--- src/rtl/systolic_pkg.sv ---
// Shared definitions for the systolic matrix multiplier:
//   - default parameter constants for the array and datapath widths
//   - FSM state enumeration used by the top-level controller
package systolic_pkg;

  localparam int unsigned N_DEF      = 3;
  localparam int unsigned DW_DEF     = 8;
  localparam int unsigned ACC_W_DEF  = 16;
  localparam int unsigned K_MAX_DEF  = 16;
  localparam bit          SIGNED_DEF = 1'b0;

  typedef enum logic [1:0] {
    ST_IDLE  = 2'd0,
    ST_LOAD  = 2'd1,
    ST_DRAIN = 2'd2,
    ST_DONE  = 2'd3
  } state_e;

endpackage

--- src/rtl/systolic_pe.sv ---
// One multiply-accumulate processing element of the systolic array.
// Ports:
//   clk, rst   clock, asynchronous active-high reset
//   clr_i      synchronous clear of accumulator and sticky overflow
//   a_i, b_i   operands arriving from the left / from above
//   a_o, b_o   operands registered one hop to the right / downward
//   acc_o      running accumulator (wraps modulo 2^ACC_W)
//   ovf_o      sticky overflow flag (carry-out or signed overflow)
module systolic_pe
  import systolic_pkg::*;
#(
  parameter int unsigned DW     = DW_DEF,
  parameter int unsigned ACC_W  = ACC_W_DEF,
  parameter bit          SIGNED = SIGNED_DEF
) (
  input  logic             clk,
  input  logic             rst,
  input  logic             clr_i,
  input  logic [DW-1:0]    a_i,
  input  logic [DW-1:0]    b_i,
  output logic [DW-1:0]    a_o,
  output logic [DW-1:0]    b_o,
  output logic [ACC_W-1:0] acc_o,
  output logic             ovf_o
);

  logic [DW-1:0]    a_q, b_q;
  logic [ACC_W-1:0] acc_q, acc_d;
  logic             ovf_q, ovf_d;
  logic [ACC_W-1:0] a_ext, b_ext, prod;
  logic [ACC_W:0]   sum;
  logic             add_ovf;

  // Operands are extended to ACC_W before multiplying; the low ACC_W bits
  // equal the 2*DW-bit product extended per SIGNED.
  always_comb begin
    a_ext   = {{(ACC_W-DW){SIGNED & a_i[DW-1]}}, a_i};
    b_ext   = {{(ACC_W-DW){SIGNED & b_i[DW-1]}}, b_i};
    prod    = a_ext * b_ext;
    sum     = {1'b0, acc_q} + {1'b0, prod};
    if (SIGNED)
      add_ovf = (acc_q[ACC_W-1] == prod[ACC_W-1]) && (sum[ACC_W-1] != acc_q[ACC_W-1]);
    else
      add_ovf = sum[ACC_W];
    if (clr_i) begin
      acc_d = '0;
      ovf_d = 1'b0;
    end else begin
      acc_d = sum[ACC_W-1:0];
      ovf_d = ovf_q | add_ovf;
    end
  end

  always_ff @(posedge clk or posedge rst) begin
    if (rst) begin
      a_q   <= '0;
      b_q   <= '0;
      acc_q <= '0;
      ovf_q <= 1'b0;
    end else begin
      a_q   <= a_i;
      b_q   <= b_i;
      acc_q <= acc_d;
      ovf_q <= ovf_d;
    end
  end

  assign a_o   = a_q;
  assign b_o   = b_q;
  assign acc_o = acc_q;
  assign ovf_o = ovf_q;

endmodule

--- src/rtl/systolic_matmul.sv ---
// Output-stationary N x N systolic matrix multiplier, C = A * B.
// Ports:
//   clk, rst              clock, asynchronous active-high reset
//   start, k_len          begin a multiply of inner dimension k_len (IDLE only)
//   in_valid, in_ready    beat handshake; a_col = column k of A, b_row = row k of B
//   out_valid, out_ready  result handshake; c holds C[i][j] at (i*N+j)*ACC_W
//   busy                  high whenever not IDLE
//   ovf                   sticky accumulator overflow of the current run
module systolic_matmul
  import systolic_pkg::*;
#(
  parameter int unsigned N      = N_DEF,
  parameter int unsigned DW     = DW_DEF,
  parameter int unsigned ACC_W  = ACC_W_DEF,
  parameter int unsigned K_MAX  = K_MAX_DEF,
  parameter bit          SIGNED = SIGNED_DEF
) (
  input  logic                       clk,
  input  logic                       rst,
  input  logic                       start,
  input  logic [$clog2(K_MAX+1)-1:0] k_len,
  input  logic                       in_valid,
  output logic                       in_ready,
  input  logic [N*DW-1:0]            a_col,
  input  logic [N*DW-1:0]            b_row,
  output logic                       out_valid,
  input  logic                       out_ready,
  output logic [N*N*ACC_W-1:0]       c,
  output logic                       busy,
  output logic                       ovf
);

  localparam int unsigned KW  = $clog2(K_MAX+1);
  localparam int unsigned DRW = $clog2(2*N);

  state_e         state_q, state_d;
  logic [KW-1:0]  cnt_q, cnt_d;
  logic [KW-1:0]  klen_q, klen_d;
  logic [DRW-1:0] drn_q, drn_d;
  logic           clr;
  logic           hs;

  // ---------------- control FSM ----------------
  always_ff @(posedge clk or posedge rst) begin
    if (rst) begin
      state_q <= ST_IDLE;
      cnt_q   <= '0;
      klen_q  <= '0;
      drn_q   <= '0;
    end else begin
      state_q <= state_d;
      cnt_q   <= cnt_d;
      klen_q  <= klen_d;
      drn_q   <= drn_d;
    end
  end

  always_comb begin
    state_d   = state_q;
    cnt_d     = cnt_q;
    klen_d    = klen_q;
    drn_d     = drn_q;
    clr       = 1'b0;
    in_ready  = 1'b0;
    out_valid = 1'b0;
    busy      = (state_q != ST_IDLE);
    unique case (state_q)
      ST_IDLE: begin
        if (start) begin
          clr    = 1'b1;
          klen_d = k_len;
          cnt_d  = '0;
          state_d = (k_len == '0) ? ST_DONE : ST_LOAD;
        end
      end
      ST_LOAD: begin
        in_ready = 1'b1;
        if (in_valid) begin
          cnt_d = cnt_q + KW'(1);
          if ((cnt_q + KW'(1)) == klen_q) begin
            drn_d   = '0;
            state_d = ST_DRAIN;
          end
        end
      end
      ST_DRAIN: begin
        // Last beat reaches PE(N-1,N-1) 2N-2 edges after acceptance;
        // one extra cycle gives DONE on edge 2N-1.
        drn_d = drn_q + DRW'(1);
        if (drn_q == DRW'(2*N-2)) state_d = ST_DONE;
      end
      ST_DONE: begin
        out_valid = 1'b1;
        if (out_ready) state_d = ST_IDLE;
      end
      default: state_d = ST_IDLE;
    endcase
  end

  // ---------------- operand injection and skew ----------------
  assign hs = (state_q == ST_LOAD) && in_valid;

  logic [DW-1:0] a_inj [N];
  logic [DW-1:0] b_inj [N];
  logic [DW-1:0] a_sk  [N];
  logic [DW-1:0] b_sk  [N];

  // Non-handshake cycles inject zeros so gaps act as bubbles.
  always_comb begin
    for (int unsigned i = 0; i < N; i++) begin
      a_inj[i] = hs ? a_col[i*DW +: DW] : '0;
      b_inj[i] = hs ? b_row[i*DW +: DW] : '0;
    end
  end

  assign a_sk[0] = a_inj[0];
  assign b_sk[0] = b_inj[0];

  for (genvar gi = 1; gi < N; gi++) begin : g_skew
    logic [DW-1:0] a_sr [gi];
    logic [DW-1:0] b_sr [gi];
    always_ff @(posedge clk or posedge rst) begin
      if (rst) begin
        for (int unsigned s = 0; s < gi; s++) begin
          a_sr[s] <= '0;
          b_sr[s] <= '0;
        end
      end else begin
        a_sr[0] <= a_inj[gi];
        b_sr[0] <= b_inj[gi];
        for (int unsigned s = 1; s < gi; s++) begin
          a_sr[s] <= a_sr[s-1];
          b_sr[s] <= b_sr[s-1];
        end
      end
    end
    assign a_sk[gi] = a_sr[gi-1];
    assign b_sk[gi] = b_sr[gi-1];
  end

  // ---------------- PE grid ----------------
  logic [DW-1:0] a_h [N][N+1];
  logic [DW-1:0] b_v [N+1][N];
  logic [N*N-1:0] ovf_pe;

  for (genvar gi = 0; gi < N; gi++) begin : g_row
    assign a_h[gi][0] = a_sk[gi];
    assign b_v[0][gi] = b_sk[gi];
    for (genvar gj = 0; gj < N; gj++) begin : g_col
      systolic_pe #(
        .DW     (DW),
        .ACC_W  (ACC_W),
        .SIGNED (SIGNED)
      ) u_pe (
        .clk   (clk),
        .rst   (rst),
        .clr_i (clr),
        .a_i   (a_h[gi][gj]),
        .b_i   (b_v[gi][gj]),
        .a_o   (a_h[gi][gj+1]),
        .b_o   (b_v[gi+1][gj]),
        .acc_o (c[(gi*N+gj)*ACC_W +: ACC_W]),
        .ovf_o (ovf_pe[gi*N+gj])
      );
    end
  end

  assign ovf = |ovf_pe;

endmodule

--- config.mk ---
export PLATFORM = sky130hd
export DESIGN_NAME = systolic_matmul
export DESIGN_NICKNAME = d
export VERILOG_FILES = /design/src/rtl/systolic_pkg.sv /design/src/rtl/systolic_pe.sv /design/src/rtl/systolic_matmul.sv
export SDC_FILE = /design/constraint.sdc
export NUM_CORES = 2
export LEC_CHECK = 0
export ABC_AREA = 0
export BUFFER_PORTS_ARGS = -buffer_cell sky130_fd_sc_hd__buf_2
export CAP_MARGIN = 20
export CELL_PAD_IN_SITES_DETAIL_PLACEMENT = 2
export CELL_PAD_IN_SITES_GLOBAL_PLACEMENT = 2
export CORE_UTILIZATION = 40
export CTS_CLUSTER_SIZE = 40
export DETAILED_ROUTE_END_ITERATION = 12
export PLACE_DENSITY_LB_ADDON = 0.12
export RECOVER_POWER = 100
export SETUP_SLACK_MARGIN = 0.02
export SYNTH_ARGS = -nofsm -noshare
export SYNTH_HDL_FRONTEND = slang
export SYNTH_SLANG_ARGS = --single-unit
--- constraint.sdc ---
create_clock -name clk -period 11.1 [get_ports clk]
set_input_delay 0.555 -clock clk [delete_from_list [all_inputs] [get_ports clk]]
set_output_delay 0.555 -clock clk [all_outputs]
set_load 0.03 [all_outputs]
# Word-level counts from Yosys, hierarchy flattened
# Index checks and enable logic that the tools add are counted.
[word_totals] wordCells=131 register_bits=312
[op_classes] addsub=11 reduce_logical=11 mul=9 mux=41 eq_ne=10 bitwise_logic=9
[op_table] operator="$add 16x16->17" count=9
[op_table] operator="$mul 8x8->16" count=9
[op_table] operator="$mux 16" count=9
[op_table] operator="$mux 8" count=6
[op_table] operator="$mux 1" count=13
[op_table] operator="$mux 2" count=6
[op_table] operator="$mux 5" count=2
[op_table] operator="$ne 2x2->1 const B" count=5
[op_table] operator="$pmux 5 s2" count=1
[op_table] operator="$or 1x1->1" count=9
[op_table] operator="$reduce_or 9->1" count=1
[op_table] operator="$pmux 2 s4" count=1
[op_table] operator="$mux 3" count=2
[op_table] operator="$pmux 3 s2" count=1
[op_table] operator="$reduce_and 3->1" count=2
[op_table] operator="$reduce_bool 2->1" count=3
[op_table] operator="$add 5x1->5 const B" count=1
[op_table] operator="$eq 5x5->1" count=1
[op_table] operator="$logic_not 5->1" count=1
[op_table] operator="$reduce_and 5->1" count=1
[op_table] operator="$eq 2x2->1 const B" count=2
[op_table] operator="$add 3x1->3 const B" count=1
[op_table] operator="$eq 3x3->1 const B" count=1
[op_table] operator="$eq 2x1->1 const B" count=1
[op_table] operator="3 further kinds" count=3

# Longest topological paths before layout
[logic_depth] word_depth=7 ltp_mapped=21 mapped_depth_nobuf=19

# Cells and area by module
# From an unflattened synthesis, not the netlist that was laid out.
[unflattened] cells_unflattened=3565 area_unflattened_um2=34550.6
[by_module_without_submodules] module="systolic_pe (g_row[1].g_col[0].u_pe ...)" seq_area_each_um2=825.8 instances=3 cells_each=373 area_per_inst_um2=3555.9
[by_module_without_submodules] module="systolic_pe (g_row[0].g_col[0].u_pe ...)" seq_area_each_um2=825.8 instances=2 cells_each=368 area_per_inst_um2=3545.9
[by_module_without_submodules] module="systolic_pe (g_row[2].g_col[0].u_pe)" seq_area_each_um2=825.8 instances=1 cells_each=374 area_per_inst_um2=3559.7
[by_module_without_submodules] module="systolic_pe (g_row[2].g_col[1].u_pe)" seq_area_each_um2=825.8 instances=1 cells_each=373 area_per_inst_um2=3559.7
[by_module_without_submodules] module="systolic_pe (g_row[2].g_col[2].u_pe)" seq_area_each_um2=825.8 instances=1 cells_each=373 area_per_inst_um2=3542.1
[by_module_without_submodules] module="systolic_pe (g_row[0].g_col[2].u_pe)" seq_area_each_um2=825.8 instances=1 cells_each=371 area_per_inst_um2=3512.1
[by_module_without_submodules] module="systolic_matmul" seq_area_each_um2=1576.5 instances=1 cells_each=219 area_per_inst_um2=2617.5

# Worst setup path before layout
# OpenSTA, ideal clock, no wires.
[synth_path] path_type="register to register" startpoint="reg state_q[1]" endpoint="reg g_row[0].g_col[0].u_pe.ovf_q" arrival_ns=4.934 setup_time_ns=0.120 stages_incl_launch_ff=21 required_time_ns=10.980 path_slack_ns=6.045 period_less_slack_ns=5.055 path_cell_list="dfrtp_1 inv_1 ha_1 clkbuf_1 and3_1 clkbuf_1 nand2_1 fa_1 inv_1 fa_1 fa_1 inv_1 fa_1 inv_1 ha_1 a21oi_1 nand2_1 o21ai_0 o2111ai_1 o21a_1 o211a_1"
[synth_rtl] element="start, declared" line="systolic_matmul.sv:36" source="state_e state_q, state_d;"
[synth_rtl] element="start signal, assigned" line="systolic_matmul.sv:51" source="state_q <= state_d;"
[synth_rtl] element="end signal, assigned" line="systolic_pe.sv:64" source="ovf_q <= ovf_d;"
[synth_rtl] element="end, declared" line="systolic_pe.sv:29" source="logic ovf_q, ovf_d;"

# Worst setup path after layout
[layout_path] startpoint="reg state_q[1]" endpoint="reg g_row[0].g_col[0].u_pe.ovf_q"
[layout_via] elab_chain_len=7 elab_cells_between_ends=10 cone_classes="add/sub: 1; mul: 1; eq/ne: 1; mux: 4; bitwise: 1; reduce/logical: 2"
[layout_rtl] element="$eq 2x1->1" line="systolic_matmul.sv:101" source="assign hs = (state_q == ST_LOAD) && in_valid;"
[layout_rtl] element="$logic_and 1x1->1" line="systolic_matmul.sv:101"
[layout_rtl] element="$mux 8, on equally long branches" line="systolic_matmul.sv:111, systolic_matmul.sv:112"
[layout_rtl] element="$mul 8x8->16" line="systolic_pe.sv:39" source="prod = a_ext * b_ext;"
[layout_rtl] element="$add 16x16->17" line="systolic_pe.sv:40" source="sum = {1'b0, acc_q} + {1'b0, prod};"
[layout_rtl] element="$or 1x1->1" line="systolic_pe.sv:50" source="ovf_d = ovf_q | add_ovf;"
[layout_rtl] element="$mux 1 *" line="systolic_pe.sv:45" source="if (clr_i) begin"
[layout_rtl] element="net g_row[0].g_col[0].u_pe.ovf_d" line="systolic_pe.sv:29"
# The timed path passes the listed nets; every way through them passes the cells marked *.
# A chain may end at the register's enable or synchronous reset.

==> metrics.txt <==
status=complete, but fails checks; violated checks=DRC, capacitance limit, slew limit; Max-cap violations=5; CTS tree=built; DRC=16; grt total ovfl=0; Detail Placement HPWL=79600 um; Port-buffer cells=205; number of global-route vias before repair=28900; sequential share of the synthesized area=23.9%; core area=between 80000 and 90000 um^2; post-synthesis cell count=between 3000 and 4000; Placed Cells incl. Taps=4654; sw frac=46.9%; Initial Utilization=40.4%; initial DRC count=about 760; number of clock buffers inserted by TritonCTS=42; P&R area growth vs syn=10.5%; fraction of registers with async set/reset=100%; f_max=132 MHz; Clock transition at path regs=0.06 ns; GRT Util Overall=25.0%; initial antenna violation count=8; CP Launch Point=state_q[1]; most common cell after layout, fill and taps aside=inv_1; Seq cells post-synth=312; Top FF cell, synth=dfrtp_1; nets@finish=roughly 4500; Vias=between 20000 and 25000; pin count of the biggest net entering global routing=139; Worst R2R End=g_row[0].g_col[0].u_pe.ovf_o; post-CTS setup buffers=0; post-cts sizing count=0; Post-Syn Area=approximately 33000 um^2; clock root buffer=clkbuf_16; RSZ-0062 raised after global routing=false; H-Tree Depth=2; Die Y=288 um; Crit. End Element=register; Setup Viol. Count Final=0; Syn Area/Cell=9.47 um^2; # IOs=206; First-pass DRT Iterations=9; reg2reg setup slack=3.52 ns; reg2reg start=state_q[1]; clk sink count=312; slew margin rel.=-285%; Cell variety after synth=58; end of the critical path=g_row[0].g_col[0].u_pe.ovf_o; hold slack=0.178 ns; Worst setup SP type=register; worst reg2reg path depth=19; sequential share of power=29.7%; Least-Margin Pin Slew=approximately 5.7 ns; die outline width=between 200 and 300 um; hold path depth=3; Syn Nets=4296; period utilization=68.2%; CP Data Arrival Time=8.06 ns; Pint=between 3 and 4 mW; Post-Route WL=roughly 99000 um; post-route setup slack=3.52 ns; setup_tns=0 ns; Power Dens Cells=approximately 170 nW/um^2; critical path type=reg2reg; leakage power=18.6 nW; die area=between 80000 and 90000 um^2; Hold Vio Cnt, Final=0; gpl congestion=0.858; final antenna-violating net count=0; min cycle time layout=7.58 ns; Clock power frac=24.4%; worst min-delay path class=in2reg; Psw=2.90 mW; fill cell count=8816; global-route wire length before repair=between 150000 and 200000 um; Slew Viols, Final=430; VDD IR max=approximately 0.12 mV; CP Data Required Time=11.58 ns; layout cell share with drive strength beyond 1=3.79%; final std cells w/o fill=between 4000 and 5000; Clock Latency Late Sink=0.59 ns; DP Worst Slack=between 5 and 6 ns; cts hold-fix bufs=0; Rows=around 100; vias per cell=approximately 5.0; clk_skew=0.0300 ns; Yosys warning count=0; most frequent cells in the layout=870 x inv_1, 459 x fa_1, 339 x and2_1; Max clock buf depth=3; per-cell routed wire length=20.9 um; Combinational Power Share=45.9%; Post-synth EDFFs=0; Max FO, Critical Path=between 60 and 70
-- flip-flops by register name (all words and copies together) (netlist names) --
register                cells
g_row.g_col.u_pe.ovf_o      9
b_sk                        8
a_h                         8
klen_q                      5
g_row.g_col.u_pe.a_o       48
g_skew.a_sr                16
state_q                     2
g_skew.b_sr                16
g_row.g_col.u_pe.b_o       48
cnt_q                       5
g_row.g_col.u_pe.acc_o    144
drn_q                       3
-- cell usage after synthesis, types with 18 or more instances --
cell,number,area share (%)
o21ai_0,82,1.3
nor2_1,163,1.9
clkbuf_1,57,0.66
nand2_1,314,3.6
and3_1,53,1.0
ha_1,332,13
and2_1,377,7.2
o21a_1,18,0.41
nor3_1,30,0.46
xnor2_1,39,1.0
a21o_1,32,0.74
fa_1,459,28
xor2_1,39,1.0
a211oi_1,41,0.94
a21oi_1,57,0.87
dfrtp_1,312,24
inv_1,871,10
-- kinds of logic after synthesis --
family / synth area share [%]
AND/OR/NAND/NOR: 15.5
multiplexers: 0.219
flip-flops: 23.9
buffers and inverters: 10.8
AO/OA/AOI/OAI: 6.63
XOR/XNOR: 2.09
adder cells (fa/ha/maj): 40.9
-- metrics by stage --
| stage | power [mW] | util, % | area [um^2] |
|---|---|---|---|
| floorplan | 3.69 | - | 32600 |
| global placement | 4.59 | 43.1 | 34800 |
| detailed placement | 4.79 | 43.1 | 34800 |
| CTS | 6.36 | 45.0 | 36300 |
| global route | 6.68 | 44.7 | 36100 |
| finish | 6.19 | 44.7 | 36100 |
-- layout make-up --
| class | instances | area [um^2] | share of cell area (%) |
|---|---|---|---|
| Sequential cell | 312 | 7810 | 21.7 |
| Antenna cell | 4 | 10.0 | 0.0278 |
| Clock buffer | 53 | 1140 | 3.17 |
| Tap cell | 1060 | 1330 | 3.68 |
| Clock inverter | 22 | 350 | 0.972 |
| Inverter | 871 | 3270 | 9.07 |
| Timing Repair Buffer | 210 | 865 | 2.40 |
| Multi-Input combinational cell | 2201 | 21300 | 59.0 |
-- how the worst min path moves through the flow --
stage | start | endpoint
finish | k_len[1] | klen_q[1]
global route | k_len[1] | klen_q[1]
CTS | k_len[1] | klen_q[1]
detailed placement | g_skew[2].a_sr[11] | a_h[27]
global placement | g_skew[2].a_sr[15] | a_h[31]
floorplan | g_skew[2].a_sr[8] | a_h[24]
-- layer usage --
layer | vias up | part of all wire, % | track usage [%]
met5 | - | 0.0071 | 0
li1 | 10800 | - | -
met2 | 334 | 53 | 46.0
met1 | 12500 | 41 | 29.7
met3 | 136 | 3.3 | 3.39
met4 | 2 | 3.3 | 8.14
-- worst max-delay path, stage by stage (launching register included) --
cell and delay, ns:
dfrtp_1 0.41, inv_1 0.14, ha_1 0.16, clkbuf_1 2.13, and3_1 0.66, nand2_1 0.14
fa_1 0.54, inv_1 0.05, fa_1 0.50, fa_1 0.53, inv_1 0.06, fa_1 0.48
inv_1 0.05, ha_1 0.33, a21oi_1 0.21, nand2_1 0.09, o21ai_0 0.36, o2111ai_1 0.23
o21a_1 0.23, o211a_1 0.13
-- power by group through the flow --
stage	Clock, mW	Combinational [mW]	Sequential [mW]
6_report	1.51	2.84	1.84
5_1_grt	1.59	3.22	1.88
4_1_cts	1.55	2.97	1.84
3_5_place_dp	0	2.93	1.86
3_3_place_gp	0	2.75	1.85
2_1_floorplan	0	1.71	1.98
No activity file was read; power rests on OpenSTA's default activity.
